$ cat src/rtl/elevator_sched.sv
// elevator_sched: single-car SCAN elevator scheduler driven by a slow tick time base
// Ports:
//   clk       system clock
//   rst_n     asynchronous active-low reset
//   tick_in   slow square wave, synchronised and rising-edge detected internally
//   req       request buttons, bit i = floor i (level or pulse)
//   floor     current car floor
//   dir_up    current/last travel direction (1 = up)
//   moving    high while the car travels between floors
//   door_open high while the door is open
//   pending   latched outstanding requests
module elevator_sched #(
  parameter int NUM_FLOORS = 4,
  parameter int MOVE_TICKS = 2,
  parameter int DOOR_TICKS = 3,
  localparam int FW = $clog2(NUM_FLOORS)
) (
  input  logic                  clk,
  input  logic                  rst_n,
  input  logic                  tick_in,
  input  logic [NUM_FLOORS-1:0] req,
  output logic [FW-1:0]         floor,
  output logic                  dir_up,
  output logic                  moving,
  output logic                  door_open,
  output logic [NUM_FLOORS-1:0] pending
);
  localparam int MAXT = (MOVE_TICKS > DOOR_TICKS) ? MOVE_TICKS : DOOR_TICKS;
  localparam int CW = $clog2(MAXT + 1);
  typedef enum logic [1:0] {IDLE, MOVE, DOOR} state_t;
  state_t state, state_n;
  logic [CW-1:0] cnt, cnt_n;
  logic [FW-1:0] floor_n, step_floor;
  logic dir_n;
  logic s1, s2, s3, tick_p;
  logic [NUM_FLOORS-1:0] pend_now, clr;
  // True when any request in p lies strictly beyond floor f in the given direction.
  function automatic logic ahead(input logic [NUM_FLOORS-1:0] p, input logic [FW-1:0] f, input logic up);
    ahead = 1'b0;
    for (int i = 0; i < NUM_FLOORS; i++)
      if (p[i] && (up ? (i > int'(f)) : (i < int'(f)))) ahead = 1'b1;
  endfunction
  // s1/s2 synchronise, s3 holds the previous level for rising-edge detection.
  assign tick_p = s2 & ~s3;
  assign pend_now = pending | req;
  assign step_floor = dir_up ? floor + FW'(1) : floor - FW'(1);
  assign moving = (state == MOVE);
  assign door_open = (state == DOOR);
  always_comb begin
    state_n = state;
    floor_n = floor;
    dir_n = dir_up;
    cnt_n = cnt;
    clr = '0;
    case (state)
      IDLE: begin
        cnt_n = '0;
        if (pend_now[floor]) begin
          state_n = DOOR;
          clr[floor] = 1'b1;
        end else if (ahead(pend_now, floor, dir_up)) begin
          state_n = MOVE;
        end else if (ahead(pend_now, floor, ~dir_up)) begin
          dir_n = ~dir_up;
          state_n = MOVE;
        end
      end
      MOVE: begin
        if (tick_p) begin
          if (cnt == CW'(MOVE_TICKS - 1)) begin
            cnt_n = '0;
            floor_n = step_floor;
            if (pend_now[step_floor]) begin
              state_n = DOOR;
              clr[step_floor] = 1'b1;
            end else if (!ahead(pend_now, step_floor, dir_up)) begin
              state_n = IDLE;
            end
          end else begin
            cnt_n = cnt + CW'(1);
          end
        end
      end
      DOOR: begin
        // A new request at this floor keeps the door open for a full period again.
        if (pend_now[floor]) begin
          clr[floor] = 1'b1;
          cnt_n = '0;
        end else if (tick_p) begin
          if (cnt == CW'(DOOR_TICKS - 1)) begin
            cnt_n = '0;
            state_n = IDLE;
          end else begin
            cnt_n = cnt + CW'(1);
          end
        end
      end
      default: state_n = IDLE;
    endcase
  end
  always_ff @(posedge clk or negedge rst_n) begin
    if (!rst_n) begin
      state <= IDLE;
      floor <= '0;
      dir_up <= 1'b1;
      cnt <= '0;
      pending <= '0;
      s1 <= 1'b0;
      s2 <= 1'b0;
      s3 <= 1'b0;
    end else begin
      state <= state_n;
      floor <= floor_n;
      dir_up <= dir_n;
      cnt <= cnt_n;
      pending <= pend_now & ~clr;
      s1 <= tick_in;
      s2 <= s1;
      s3 <= s2;
    end
  end
endmodule

$ cat config.mk
export PLATFORM = sky130hd
export DESIGN_NAME = elevator_sched
export DESIGN_NICKNAME = d
export VERILOG_FILES = /design/src/rtl/elevator_sched.sv
export SDC_FILE = /design/constraint.sdc
export NUM_CORES = 1
export LEC_CHECK = 0
export CORE_ASPECT_RATIO = 0.75
export CORE_UTILIZATION = 30
export CTS_CLUSTER_SIZE = 20
export DETAILED_ROUTE_END_ITERATION = 10
export SETUP_SLACK_MARGIN = 0.4
export SYNTH_ARGS = -nofsm -noshare
export SYNTH_HDL_FRONTEND = slang
export SYNTH_SLANG_ARGS = --single-unit
$ cat constraint.sdc
create_clock -name clk -period 6.8 [get_ports clk]
set_clock_uncertainty 0.2 [all_clocks]
set_input_delay 0.68 -clock clk [delete_from_list [all_inputs] [get_ports clk]]
set_output_delay 0.68 -clock clk [all_outputs]
set_load 0.02 [all_outputs]
==> reports/metrics.csv <==
metric,value,unit
initial_utilization,32.08,%
core,0.002999,mm^2
synthAdderAreaFrac,13.00,%
rows,17,
combPwrFrac,48.8,%
synthArstFlopShare,100.0,%
ys_top_cells_by_area,"dfrtp_1 (34%), ha_1 (13%), mux4_2 (4.7%), o21bai_1 (3.9%), or2_2 (3.9%)",
ant_nets,0,
antenna_cells,0,
fin_util,40.34,%
cts_setup_buffers,0,
htreeDepth,1,
drv_cap,0,
crit_type,reg2reg,
synthTopCellsByCount,"dfrtp_1 (13), ha_1 (10), nor2_1 (9)",
yosysSeqAreaShare,36.54,%
yosys_most_used_dff,dfrtp_1,
wl_met3,170,um
hold_class,reg2reg,
numClockSinks,14,
gp_congestion,0.8841,
period_needed,2.909,ns
wl_met2,992,um
final-max-slew-violation-count,0,
root_buffer,clkbuf_8,
worst_ep_required_time,6.72,ns
p_leak,0.4836,nW
synth_xor_xnor_area_share,2.731,%
nets,131,
peakVddDrop,102.4,uV
clk-insertion-delay-late,0.25,ns
cts_tree,yes,
synth_edf_count,0,
intPower,0.2292,mW
grt_start_max_net_pins,15,
grt_pass1_vias,760,
wl_met1,1068,um
fp.dieW,67.40,um
drt_first_pass_iters,4,
postSynthAreaPerCell,10.13,um^2
drcViolationCount,0,
reg2reg_depth,7,
cts_buffer_depth,2,
reg2reg_to,pending[2]$_DFF_PN0_,
syn-cell-area,962.2,um^2
ctsResizeCount,0,
pre_cts_ws,3.851,ns
synth_mux_area_share,6.762,%
path_clk_slew,0.05,ns
synth_top_area_share,33.81,%
fin_ws,3.891,ns
setup_violations,0,
startpoint_type,flip-flop,
relSlewSlack,55.83,%
synth-compound-area-share,22.24,%
worst_pin_slew,0.6605,ns
hold_viol,0,
dieHeight,51.05,um
nFillCells,275,
setup_tns,0,ns
io_buffer_count,15,
synth_cell_types,32,
vias,811,
area_growth,25.75,%
hold_ws,0.1471,ns
syn_inst,95,
ios,16,
dp_hpwl,1714,um
power_switching_share,39.64,%
cts-hold-fix-buffers,0,
power.switching,0.1505,mW
grt.overflow.total,0,
grt_usage,14.43,%
drt-vias-per-instance,5.371,
power.density,313.8,mW/mm^2
maxUsedRoutingLayer,met4,
ys_seq_elements,14,
synth_top_family_by_area,compound AO/OA/AOI/OAI gates,
end_kind,flip-flop,
synthSimpleGateAreaFrac,15.86,%
cp_max_fo,10,
p_clk_share,21.9,%
arrival,2.83,ns
routedWlPerCell,14.85,um
r2r_slack,3.89,ns
status,finished clean,
synth_most_common_cell,dfrtp_1,
grt_first_pass_wirelength,3601,um
yosys_warnings,0,
r2r-start,floor[0]$_DFFE_PN0P_,
antenna_found_initial,0,
drive_above_1_share,12.39,%
pwr-share-seq,29.3,%
yosysTopAreaCell,dfrtp_1,
die_area,0.003440,mm^2
worstHoldEndpoint,s2$_DFF_PN0_,
hold_path_startpoint,s1$_DFF_PN0_,
min_path_cells,0,
fmax,343.8,MHz
syn_nets,112,
fin_crit_sh,42.78,%
rsz0062_at_grt,no,
cts-buffers-inserted,3,
drtIter0Drc,32,
wl,2243,um
## routing by layer
metal / up-vias / GRT usage (%)
li1: 388 / -
met1: 390 / 20.44
met2: 31 / 20.33
met3: 2 / 6.027
met4: 0 / 2.482
met5: - / 0
## final cells by class
type                            count  area, um^2  share of cell area, %
Tap cell                           38       47.55                  3.930
Sequential cell                    14       351.6                  29.06
Inverter                            6       22.52                  1.861
Timing Repair Buffer               15       150.1                  12.41
Multi-Input combinational cell     74       583.1                  48.19
Clock buffer                        4       55.05                  4.550
## worst max path at each step
stage / startpoint / depth (start not counted) / endpoint / slack [ns]
after CTS: floor[0]$_DFFE_PN0P_ / 7 / pending[2]$_DFF_PN0_ / 3.88
after detailed placement: req[1] / 5 / pending[2]$_DFF_PN0_ / 3.85
after global routing: floor[0]$_DFFE_PN0P_ / 7 / pending[2]$_DFF_PN0_ / 3.64
after floorplan: floor[0]$_DFFE_PN0P_ / 7 / state[0]$_DFFE_PN0P_ / 4.04
after global placement: req[2] / 6 / pending[0]$_DFF_PN0_ / 3.90
final: floor[0]$_DFFE_PN0P_ / 7 / pending[2]$_DFF_PN0_ / 3.89
## stage by stage
| step | total power, mW | cells | area, um^2 |
|---|---|---|---|
| finish | 0.3797 | 151 | 1210 |
| global placement | 0.2953 | 147 | 1155 |
| CTS | 0.3816 | 151 | 1210 |
| detailed placement | 0.2966 | 147 | 1155 |
| floorplan | 0.2405 | 95 | 962.2 |
| global route | 0.4071 | 151 | 1210 |
## kinds of logic (layout without fill, tap and decap cells)
kind of cell	Yosys count	count (layout)
AOI/OAI and AO/OA	30	30
xor gates and xnor gates	3	3
adders and majority gates	10	10
buffers and inverters	7	25
DFF	14	14
muxes	4	4
and+or+nand+nor	27	27
## power groups by stage
stage	Clock (mW)	Combinational, mW	Sequential (mW)
CTS	0.0853	0.185	0.111
floorplan	0	0.124	0.116
global route	0.0899	0.204	0.113
detailed placement	0	0.184	0.113
finish	0.0830	0.185	0.111
global placement	0	0.184	0.111
## state kept, by name, summed over array words and instances, names as in the netlist
signal,count
s3,1
dir_up,1
s1,1
pending,4
state,2
s2,1
cnt,2
floor,2
## critical path, stage by stage, from the launching register on
cell and delay, ns:
dfrtp_1 0.55, inv_1 0.22, ha_1 0.42, xnor2_1 0.26, mux4_2 0.57, or3b_1 0.21
nor2_1 0.06, a221oi_1 0.31
## cells in the final DEF, fill, tap and decap left out, types with 2 or more instances in the layout
cell              n
clkdlybuf4s50_1  15
clkbuf_8          4
a221oi_1          4
nand4b_1          2
o21bai_1          5
or2_2             6
ha_1             10
mux2i_1           2
o221ai_1          2
a21oi_1           6
inv_1             6
dfrtp_1          13
nor2_1            9
xnor2_1           2
mux4_2            2
nand2_1           3
o21ai_0           6
No activity file was read; power rests on OpenSTA's default activity.
